### src/rtl/cpu_pkg.sv
// Shared definitions for the MIPS-subset core: opcodes, fetch FSM states and
// the sequential PC increment.
package cpu_pkg;

  localparam logic [5:0] OP_RTYPE = 6'h00;
  localparam logic [5:0] OP_ADDI  = 6'h08;
  localparam logic [5:0] OP_ADDIU = 6'h09;
  localparam logic [5:0] OP_LW    = 6'h23;
  localparam logic [5:0] OP_SW    = 6'h2B;
  localparam logic [5:0] OP_BEQ   = 6'h04;
  localparam logic [5:0] OP_J     = 6'h02;
  localparam logic [5:0] OP_HALT  = 6'h3F;

  localparam int PC_INCR = 4;

  typedef enum logic [1:0] {
    ST_FETCH  = 2'd0,
    ST_WAIT   = 2'd1,
    ST_ISSUE  = 2'd2,
    ST_HALTED = 2'd3
  } fetch_state_t;

endpackage

### src/rtl/next_pc_calc.sv
// Combinational next-PC generator: sequential, jump and taken-branch targets
// with jump taking priority over branch.
module next_pc_calc
  import cpu_pkg::*;
#(
  parameter int ADDR_W = 32
) (
  input  logic [ADDR_W-1:0] i_pc,
  input  logic [25:0]       i_instr_low,
  input  logic              i_jump,
  input  logic              i_branch,
  input  logic              i_zero,
  output logic [ADDR_W-1:0] o_next_pc
);

  logic [ADDR_W-1:0] w_pc4;
  logic [ADDR_W-1:0] w_jump_tgt;
  logic [ADDR_W-1:0] w_br_off;
  logic [ADDR_W-1:0] w_br_tgt;

  assign w_pc4      = i_pc + ADDR_W'(PC_INCR);
  // Jump keeps the region bits of pc+4 above the 28-bit word-aligned target.
  assign w_jump_tgt = {w_pc4[ADDR_W-1:28], i_instr_low, 2'b00};
  assign w_br_off   = {{(ADDR_W-18){i_instr_low[15]}}, i_instr_low[15:0], 2'b00};
  assign w_br_tgt   = w_pc4 + w_br_off;

  always_comb begin
    o_next_pc = w_pc4;
    if (i_jump) begin
      o_next_pc = w_jump_tgt;
    end else if (i_branch && i_zero) begin
      o_next_pc = w_br_tgt;
    end
  end

endmodule

### src/rtl/instr_fetch.sv
// Instruction fetch sequencer: requests a word from imem, presents it to the
// pipeline with valid/ready, then resolves the next PC from decoder controls.
module instr_fetch
  import cpu_pkg::*;
#(
  parameter int                ADDR_W   = 32,
  parameter logic [ADDR_W-1:0] RESET_PC = '0
) (
  input  logic              clk,
  input  logic              rst,
  output logic              imem_req,
  output logic [ADDR_W-1:0] imem_addr,
  input  logic [31:0]       imem_rdata,
  input  logic              imem_valid,
  output logic [31:0]       instr,
  output logic [5:0]        instr_opcode,
  output logic              instr_valid,
  input  logic              instr_ready,
  input  logic              ctl_jump,
  input  logic              ctl_branch,
  input  logic              ctl_halt,
  input  logic              alu_zero,
  output logic [ADDR_W-1:0] pc,
  output logic              halted,
  output logic [31:0]       instr_count
);

  fetch_state_t      r_state;
  fetch_state_t      w_state_nxt;
  logic [ADDR_W-1:0] r_pc;
  logic [ADDR_W-1:0] w_next_pc;
  logic [31:0]       r_instr;
  logic [31:0]       r_count;
  logic              w_req;
  logic              w_valid;
  logic              w_halted;
  logic              w_latch;
  logic              w_retire;

  // NOTE: sequential state uses non-blocking assignments so every register
  // samples pre-edge values, independent of block ordering.
  always_ff @(posedge clk or posedge rst) begin
    if (rst) begin
      r_state <= ST_FETCH;
    end else begin
      r_state <= w_state_nxt;
    end
  end

  // NOTE: every output of this block is given a default first, so no path
  // through the case leaves a signal unassigned and no latch is inferred.
  always_comb begin
    w_state_nxt = r_state;
    w_req       = 1'b0;
    w_valid     = 1'b0;
    w_halted    = 1'b0;
    w_latch     = 1'b0;
    w_retire    = 1'b0;
    unique case (r_state)
      ST_FETCH: begin
        // Reset parks the FSM in FETCH; the request must stay low until rst drops.
        w_req       = ~rst;
        w_state_nxt = ST_WAIT;
      end
      ST_WAIT: begin
        if (imem_valid) begin
          w_latch     = 1'b1;
          w_state_nxt = ST_ISSUE;
        end
      end
      ST_ISSUE: begin
        w_valid = 1'b1;
        if (instr_ready) begin
          w_retire    = 1'b1;
          w_state_nxt = ctl_halt ? ST_HALTED : ST_FETCH;
        end
      end
      ST_HALTED: begin
        w_halted = 1'b1;
      end
      default: w_state_nxt = ST_FETCH;
    endcase
  end

  always_ff @(posedge clk or posedge rst) begin
    if (rst) begin
      r_pc    <= RESET_PC;
      r_instr <= '0;
      r_count <= '0;
    end else begin
      if (w_latch) begin
        r_instr <= imem_rdata;
      end
      if (w_retire) begin
        r_count <= r_count + 32'd1;
        if (!ctl_halt) begin
          r_pc <= w_next_pc;
        end
      end
    end
  end

  next_pc_calc #(
    .ADDR_W(ADDR_W)
  ) u_next_pc (
    .i_pc       (r_pc),
    .i_instr_low(r_instr[25:0]),
    .i_jump     (ctl_jump),
    .i_branch   (ctl_branch),
    .i_zero     (alu_zero),
    .o_next_pc  (w_next_pc)
  );

  assign imem_req     = w_req;
  assign imem_addr    = r_pc;
  assign instr        = r_instr;
  assign instr_opcode = r_instr[31:26];
  assign instr_valid  = w_valid;
  assign pc           = r_pc;
  assign halted       = w_halted;
  assign instr_count  = r_count;

endmodule

### config.mk
export PLATFORM = sky130hd
export DESIGN_NAME = instr_fetch
export DESIGN_NICKNAME = d
export VERILOG_FILES = /design/src/rtl/cpu_pkg.sv /design/src/rtl/next_pc_calc.sv /design/src/rtl/instr_fetch.sv
export SDC_FILE = /design/constraint.sdc
export NUM_CORES = 1
export LEC_CHECK = 0
export CORE_UTILIZATION = 50
export CTS_CLUSTER_SIZE = 25
export DETAILED_ROUTE_END_ITERATION = 6
export GPL_ROUTABILITY_DRIVEN = 0
export PLACE_DENSITY = 0.82
export RECOVER_POWER = 100
export SLEW_MARGIN = 10
export SYNTH_ARGS = -nofsm -noshare
export SYNTH_HDL_FRONTEND = slang
export SYNTH_SLANG_ARGS = --single-unit
### constraint.sdc
create_clock -name clk -period 4.3 [get_ports clk]
set_input_delay 0.645 -clock clk [delete_from_list [all_inputs] [get_ports clk]]
set_output_delay 0.645 -clock clk [all_outputs]
set_load 0.02 [all_outputs]
==> run_results.csv, run 1 <==
group,metric,value,unit
global_routing,grt_max_degree,52,
finish,final_cell_area,8676,sq um
finish,syn_to_final_growth,29.00,%
cts,clk_pin_slew,0.07,ns
global_routing,gr-total-overflow,0,
die,dieArea,13920,sq um
sta,final.setup.tns,0,ns
route,drc,0,
global_routing,antenna_found_initial,0,
route,wl_per_cell,17.16,microns
sta,fmax,245.3,MHz
cts,clock-sinks,96,
worst_setup_path,crit_path_start_kind,"register",
finish,antennaDiodeCount,0,
synth,yosysSeqAreaShare,35.72,%
synth,synthArstFlopShare,100.0,%
global_routing,grt_pass1_vias,5744,
synth,ys_ff_latch,96,
place,place_area,8379,sq um
sta,rsz0062_at_grt,"true",
sta,timing.hold.ws,0.4753,ns
sta,setup_violations,0,
finish,drive_gt1_share,9.518,%
synth,synth_ff_type,"dfrtp_1",
cts,cts_hold_buffers,0,
synth,yosys_warnings,0,
worst_setup_path,arrival,4.35,ns
sta,slew_violations,82,
place,portBuffers,172,
die,rows,42,
cts,insertion_delay,0.35,ns
synth,synth_area_leader_cell,"dfrtp_1",
run,drv_cap,2,
sta,post-route-period-util,94.79,%
worst_setup_path,crit_fanout,7,
sta,tightest_slew,2.210,ns
cts,cts-root-buf,"clkbuf_16",
status,violations,"max-capacitance violations, max-slew violations",
sta,hold_violations,0,
route,drtIter0Drc,343,
cts,cts_buffer_depth,2,
synth,yosysTopAreaCellShare,35.72,%
worst_setup_path,end_kind,"register",
finish,stdcell_count,1048,
worst_setup_path,cp.required,4.58,ns
synth,synth-edff-count,0,
die,die_h,118.0,microns
synth,synth_area,6725,sq um
min_path,hp-class,"reg -> reg",
place,dp_cells,1032,
route,drt-vias-per-instance,5.723,
die,core_area,13190,sq um
synth,ys_top_cells_by_area,"dfrtp_1 (36%), ha_1 (8.0%), xnor2_1 (6.6%), mux2_2 (5.5%), buf_4 (4.8%)",
sta,slew_headroom,-48.12,%
die,initial_utilization,50.99,%
die,ios,177,
finish,post-route-util,65.77,%
power,p_per_area,792.4,nW/um^2
synth,synth_cells,729,
cts,cts_buffers,9,
global_routing,grt_pass1_wl,29470,microns
power,p_leak,3.777,nW
sta,fin_worst_skew,0.007980,ns
route,vias,5998,
finish,finalNetCount,951,
worst_setup_path,crit_type,"reg -> reg",
route,antenna_left,0,
synth,synth_cell_types,67,
route,wl,17980,microns
place,dp_hpwl,13520,microns
cts,cts_tree,"done",
global_routing,grt_usage,26.68,%
synth,syn_area_per_cell,9.225,sq um
route,dr.pass1.iters,5,
die,die_w,118.0,microns
cts,htreeDepth,3,
sta,min_period,4.076,ns
power,max-vdd-ir-drop,0.0004407,V
status,outcome,"finished with violations",
==> critical path, cell delays in order (launching register included) <==
cell      delay [ns]
dfrtp_2         0.43
nand4_2         0.18
nor3_2          0.27
and4_4          0.28
nand3_4         0.12
nor2_2          0.17
nand3_1         0.11
xnor2_1         0.23
ha_1            0.35
o21a_1          0.21
o21ai_0         0.20
o21bai_1        0.16
a21oi_1         0.10
or4_4           0.49
a21o_1          0.20
a31o_1          0.22
a21oi_2         0.13
xor2_1          0.16
==> path summary, 6_finish.rpt <==
kind / end / slack, ns / start / depth (start not counted)
hold / removal: instr_count[31]$_DFFE_PP0P_ / 0.48 / instr_count[31]$_DFFE_PP0P_ / 1
min in group asynchronous: instr[18]$_DFFE_PP0P_ / 1.36 / rst / 2
setup reg to reg: imem_addr[31]$_DFFE_PP0P_ / 0.22 / imem_addr[13]$_DFFE_PP0P_ / 17
max in group asynchronous: imem_addr[14]$_DFFE_PP0P_ / 0.89 / rst / 3
hold reg to reg: instr_count[31]$_DFFE_PP0P_ / 0.48 / instr_count[31]$_DFFE_PP0P_ / 1
setup / recovery: imem_addr[31]$_DFFE_PP0P_ / 0.22 / imem_addr[13]$_DFFE_PP0P_ / 17
==> layout make-up <==
type,count,area (sq um)
Clock buffer,9,225.2
Fill cell,1045,4514
Tap cell,176,220.2
Clock inverter,7,73.82
Sequential cell,96,2406
Inverter,16,61.31
Multi-Input combinational cell,559,3881
Timing Repair Buffer,185,1808
==> power breakdown <==
part           switching, mW  internal [mW]
Combinational           2.38           2.03
Clock                  0.390          0.412
Sequential             0.456           1.21
==> repair_timing <==
| action | CTS | global route |
|---|---|---|
| endpoints found under the setup margin | 0 | 2 |
| resized for setup | 0 | 6 |
| buffers inserted | 0 | 0 |
==> flip-flops by register name, summed over array words and instances (netlist names) <==
name	cells
r_state	2
instr_count	32
instr	32
imem_addr	30
==> synthesized netlist by cell type (2+ instances only) <==
master,n
inv_1,16
a31oi_1,2
o211ai_1,4
buf_1,3
a21oi_2,2
nand3_1,27
nor4_1,2
nand4_1,18
a221oi_1,4
a211oi_1,7
a21oi_1,43
xor2_1,32
a21o_1,12
o21ai_0,46
nand2_1,74
nor3_1,11
dfrtp_1,96
nor2_1,60
and2_1,7
o21bai_1,6
o22ai_1,5
o21ai_1,3
a221o_1,4
buf_4,43
and4_1,7
mux2i_1,2
nor2b_1,4
nand2b_1,4
mux2_2,33
a22oi_1,2
ha_1,43
and3_1,8
clkbuf_1,13
xnor2_1,51
o31ai_1,3
==> through the flow <==
step                setup WS [ns]  total power [mW]
floorplan                  0.3074             4.711
global placement           0.3334             6.019
detailed placement         0.1843             6.084
CTS                        0.1590             6.922
global route             -0.01145             7.337
finish                     0.2241             6.875
==> placed cells by master, fill, tap and decap left out, types with 5 or more instances in the layout <==
cell / synthesis / routed
inv_1: 16 / 15
mux2_2: 33 / 33
xor2_1: 32 / 32
clkbuf_16: 0 / 9
dfrtp_1: 96 / 93
o22ai_1: 5 / 5
nand2_1: 74 / 74
and3_1: 8 / 8
o21ai_0: 46 / 46
a21oi_1: 43 / 43
ha_1: 43 / 43
a21o_1: 12 / 12
nor2_1: 60 / 58
nor3_1: 11 / 11
nand3_1: 27 / 27
nand4_1: 18 / 18
and2_1: 7 / 6
and4_1: 7 / 7
xnor2_1: 51 / 51
o21bai_1: 6 / 6
clkdlybuf4s50_1: 0 / 122
buf_4: 43 / 10
dlygate4sd3_1: 0 / 50
a211oi_1: 7 / 7
==> cells by family (layout without fill, tap and decap cells) <==
family          after synthesis  in the layout  share of synthesized area, %
simple gates                231            231                         16.74
compound gates              162            162                         15.72
buf+inv                      77            217                         6.828
fa+ha+maj                    44             44                         8.298
flops                        96             96                         35.72
xor+xnor                     83             83                         10.81
other cells                   1              4                       0.05576
mux                          35             35                         5.823
==> metal layers <==
metal	track usage, %	share of wire [%]	up-vias
met4	9.455	2.0	0
met1	35.38	43	2896
met5	0	0	-
li1	-	-	2837
met3	4.942	7.5	26
met2	43.53	47	239
(Power assumes the default switching activity.)
==> run 2, diff against run 1 <==
==> constraint.sdc (replaced) <==
create_clock -name clk -period 4.3 [get_ports clk]
set_input_delay 0.43 -clock clk [delete_from_list [all_inputs] [get_ports clk]]
set_output_delay 0.43 -clock clk [all_outputs]
set_load 0.02 [all_outputs]
==> run 2 against run 1 <==
  * The run still ends with max-capacitance violations, max-slew violations left
  * Cell count down 0.29%
  * Hold slack worse by 0.0071 ns
  * Clock power about the same
  * Design area down 0.22%
  * Non-clock buffer count down 3
  * Largest power group unchanged
==> run_results.csv, run 2 (same netlist as run 1, synthesis figures left out) <==
group,metric,value,unit
global_routing,grt_pass1_wl,29160,microns
global_routing,grt_max_degree,72,
power,switching_share,46.96,%
route,dr.pass1.iters,5,
cts,htreeDepth,3,
status,violations,"max-capacitance violations, max-slew violations",
die,dieArea,13920,sq um
power,power.internal,3.639,mW
cts,clock-sinks,96,
cts,cts-root-buf,"clkbuf_16",
sta,final.setup.tns,0,ns
worst_setup_path,path_cells,"nand4_2, nor3_2, and4_4, nand3_4, nor2_2, nand3_1, xnor2_1, ha_1, o21a_1, o21ai_0, o21bai_1, a21oi_1, or4_4, a21o_1, a31o_1, a21oi_2, xor2_1",
finish,final_cell_mix,"clkdlybuf4s50_1 (114), dfrtp_1 (94), nand2_1 (74)",
place,portBuffers,172,
worst_setup_path,rr_endpoint,"imem_addr[31]$_DFFE_PP0P_",
worst_setup_path,crit_fanout,6,
power,p_comb_share,64.0,%
die,ios,177,
worst_setup_path,critical_path.slowest_cell,"or4_4",
global_routing,grt_usage,26.33,%
finish,final_cell_area,8657,sq um
sta,slew_violations,72,
power,max-vdd-ir-drop,0.0005610,V
worst_setup_path,ff2ff_setup_slack,0.24,ns
worst_setup_path,arrival,4.34,ns
power,power_switching,3.222,mW
finish,antennaDiodeCount,0,
sta,tightest_slew,2.648,ns
sta,setup_violations,0,
cts,post-cts-setup-buffers,0,
global_routing,grtUsageMet1,34.37,%
finish,final_common_cell,"clkdlybuf4s50_1",
worst_setup_path,cp.required,4.59,ns
sta,hold_violations,0,
global_routing,antenna_found_initial,0,
worst_setup_path,worst-path-buf-inv,0,
die,die_w,118.0,microns
power,power.total,6.861,mW
route,wl,17710,microns
cts,cts_hold_buffers,0,
run,drv_cap,1,
power,p_per_area,792.5,nW/um^2
die,initial_utilization,50.99,%
worst_setup_path,cp_top_family,"simple AND/OR/NAND/NOR gates",
cts,cts_tree,"done",
global_routing,grt_busiest_layer,"met2",
sta,post-route-period-util,94.35,%
die,rows,42,
sta,slew_headroom,-76.74,%
route,drt-vias-per-instance,5.718,
worst_setup_path,worstSetupEndpoint,"imem_addr[31]$_DFFE_PP0P_",
route,vias,5975,
power,p_leak,3.799,nW
power,pwr-share-seq,24.3,%
worst_setup_path,crit_type,"reg -> reg",
cts,cts_buffer_depth,2,
worst_setup_path,max_stage_delay,0.49,ns
finish,drive_gt1_share,9.436,%
place,place_area,8357,sq um
worst_setup_path,crit_start,"imem_addr[15]$_DFFE_PP0P_",
sta,fin_worst_skew,0.007345,ns
global_routing,met2_usage,43.16,%
min_path,hp-class,"reg -> reg",
route,antenna_left,0,
worst_setup_path,end_kind,"register",
place,dp_hpwl,13230,microns
route,drc,0,
worst_setup_path,r2r_cells,17,
worst_setup_path,crit_path_start_kind,"register",
sta,min_period,4.057,ns
finish,post-route-util,65.63,%
sta,fmax,246.5,MHz
route,drtIter0Drc,437,
status,outcome,"finished with violations",
global_routing,grt_pass1_vias,5833,
die,die_h,118.0,microns
cts,insertion_delay,0.36,ns
cts,cts_buffers,9,
finish,syn_to_final_growth,28.73,%
route,wl_per_cell,16.94,microns
finish,finalNetCount,948,
global_routing,gr-total-overflow,0,
die,core_area,13190,sq um
sta,rsz0062_at_grt,"true",
global_routing,grtUsageMet3,4.651,%
cts,clk_pin_slew,0.07,ns
power,clkPwrFrac,11.7,%
worst_setup_path,cp.depth,17,
worst_setup_path,r2r-start,"imem_addr[15]$_DFFE_PP0P_",
## run 2: what timing repair did
item,in CTS,in global routing
gates resized for setup,0,5
hold endpoints to repair,0,0
setup endpoints to repair,0,2
## run 2: metal layers
metal	routed length, microns	share of wire (%)
met5	0	0
met4	474	2.7
met3	1187	6.7
met1	7784	44
met2	8261	47
## run 2: power by group through the flow
stage / sequential (mW) / clock, mW / combinational [mW]
2_1_floorplan: 1.93 / 0 / 2.78
3_3_place_gp: 1.67 / 0 / 4.32
3_5_place_dp: 1.68 / 0 / 4.38
4_1_cts: 1.67 / 0.817 / 4.42
5_1_grt: 1.72 / 0.844 / 4.76
6_report: 1.67 / 0.803 / 4.39
## run 2: worst min-delay path by stage
stage                                           start                           to  slack (ns)  cells past startpoint
after CTS                 instr_count[31]$_DFFE_PP0P_  instr_count[31]$_DFFE_PP0P_        0.48                      1
after detailed placement  instr_count[31]$_DFFE_PP0P_  instr_count[31]$_DFFE_PP0P_        0.47                      1
after global routing      instr_count[31]$_DFFE_PP0P_  instr_count[31]$_DFFE_PP0P_        0.50                      1
final                     instr_count[31]$_DFFE_PP0P_  instr_count[31]$_DFFE_PP0P_        0.47                      1
after global placement    instr_count[31]$_DFFE_PP0P_  instr_count[31]$_DFFE_PP0P_        0.46                      1
after floorplan                        imem_rdata[12]        instr[12]$_DFFE_PP0P_        0.58                      1
## run 2: cell type report
class | count | area (sq um)
Inverter | 16 | 60.06
Clock buffer | 10 | 239.0
Fill cell | 1068 | 4533
Clock inverter | 6 | 56.30
Multi-Input combinational cell | 559 | 3882
Tap cell | 176 | 220.2
Sequential cell | 96 | 2405
Timing Repair Buffer | 182 | 1794
## run 2: through the flow
stage / setup WS (ns) / std cells / hold slack, ns
finish: 0.2432 / 1045 / 0.4682
detailed placement: 0.2719 / 1029 / 0.4659
global placement: 0.3306 / 1029 / 0.4618
CTS: 0.1728 / 1045 / 0.4758
global route: -0.009539 / 1045 / 0.4972
floorplan: 0.3074 / 732 / 0.5805
==> run 3, diff against run 2 <==
Settings changed: SLEW_MARGIN 10 to unset.
==> results of run 3 <==
The final DEF is identical to that of run 2; final timing and power are the same.
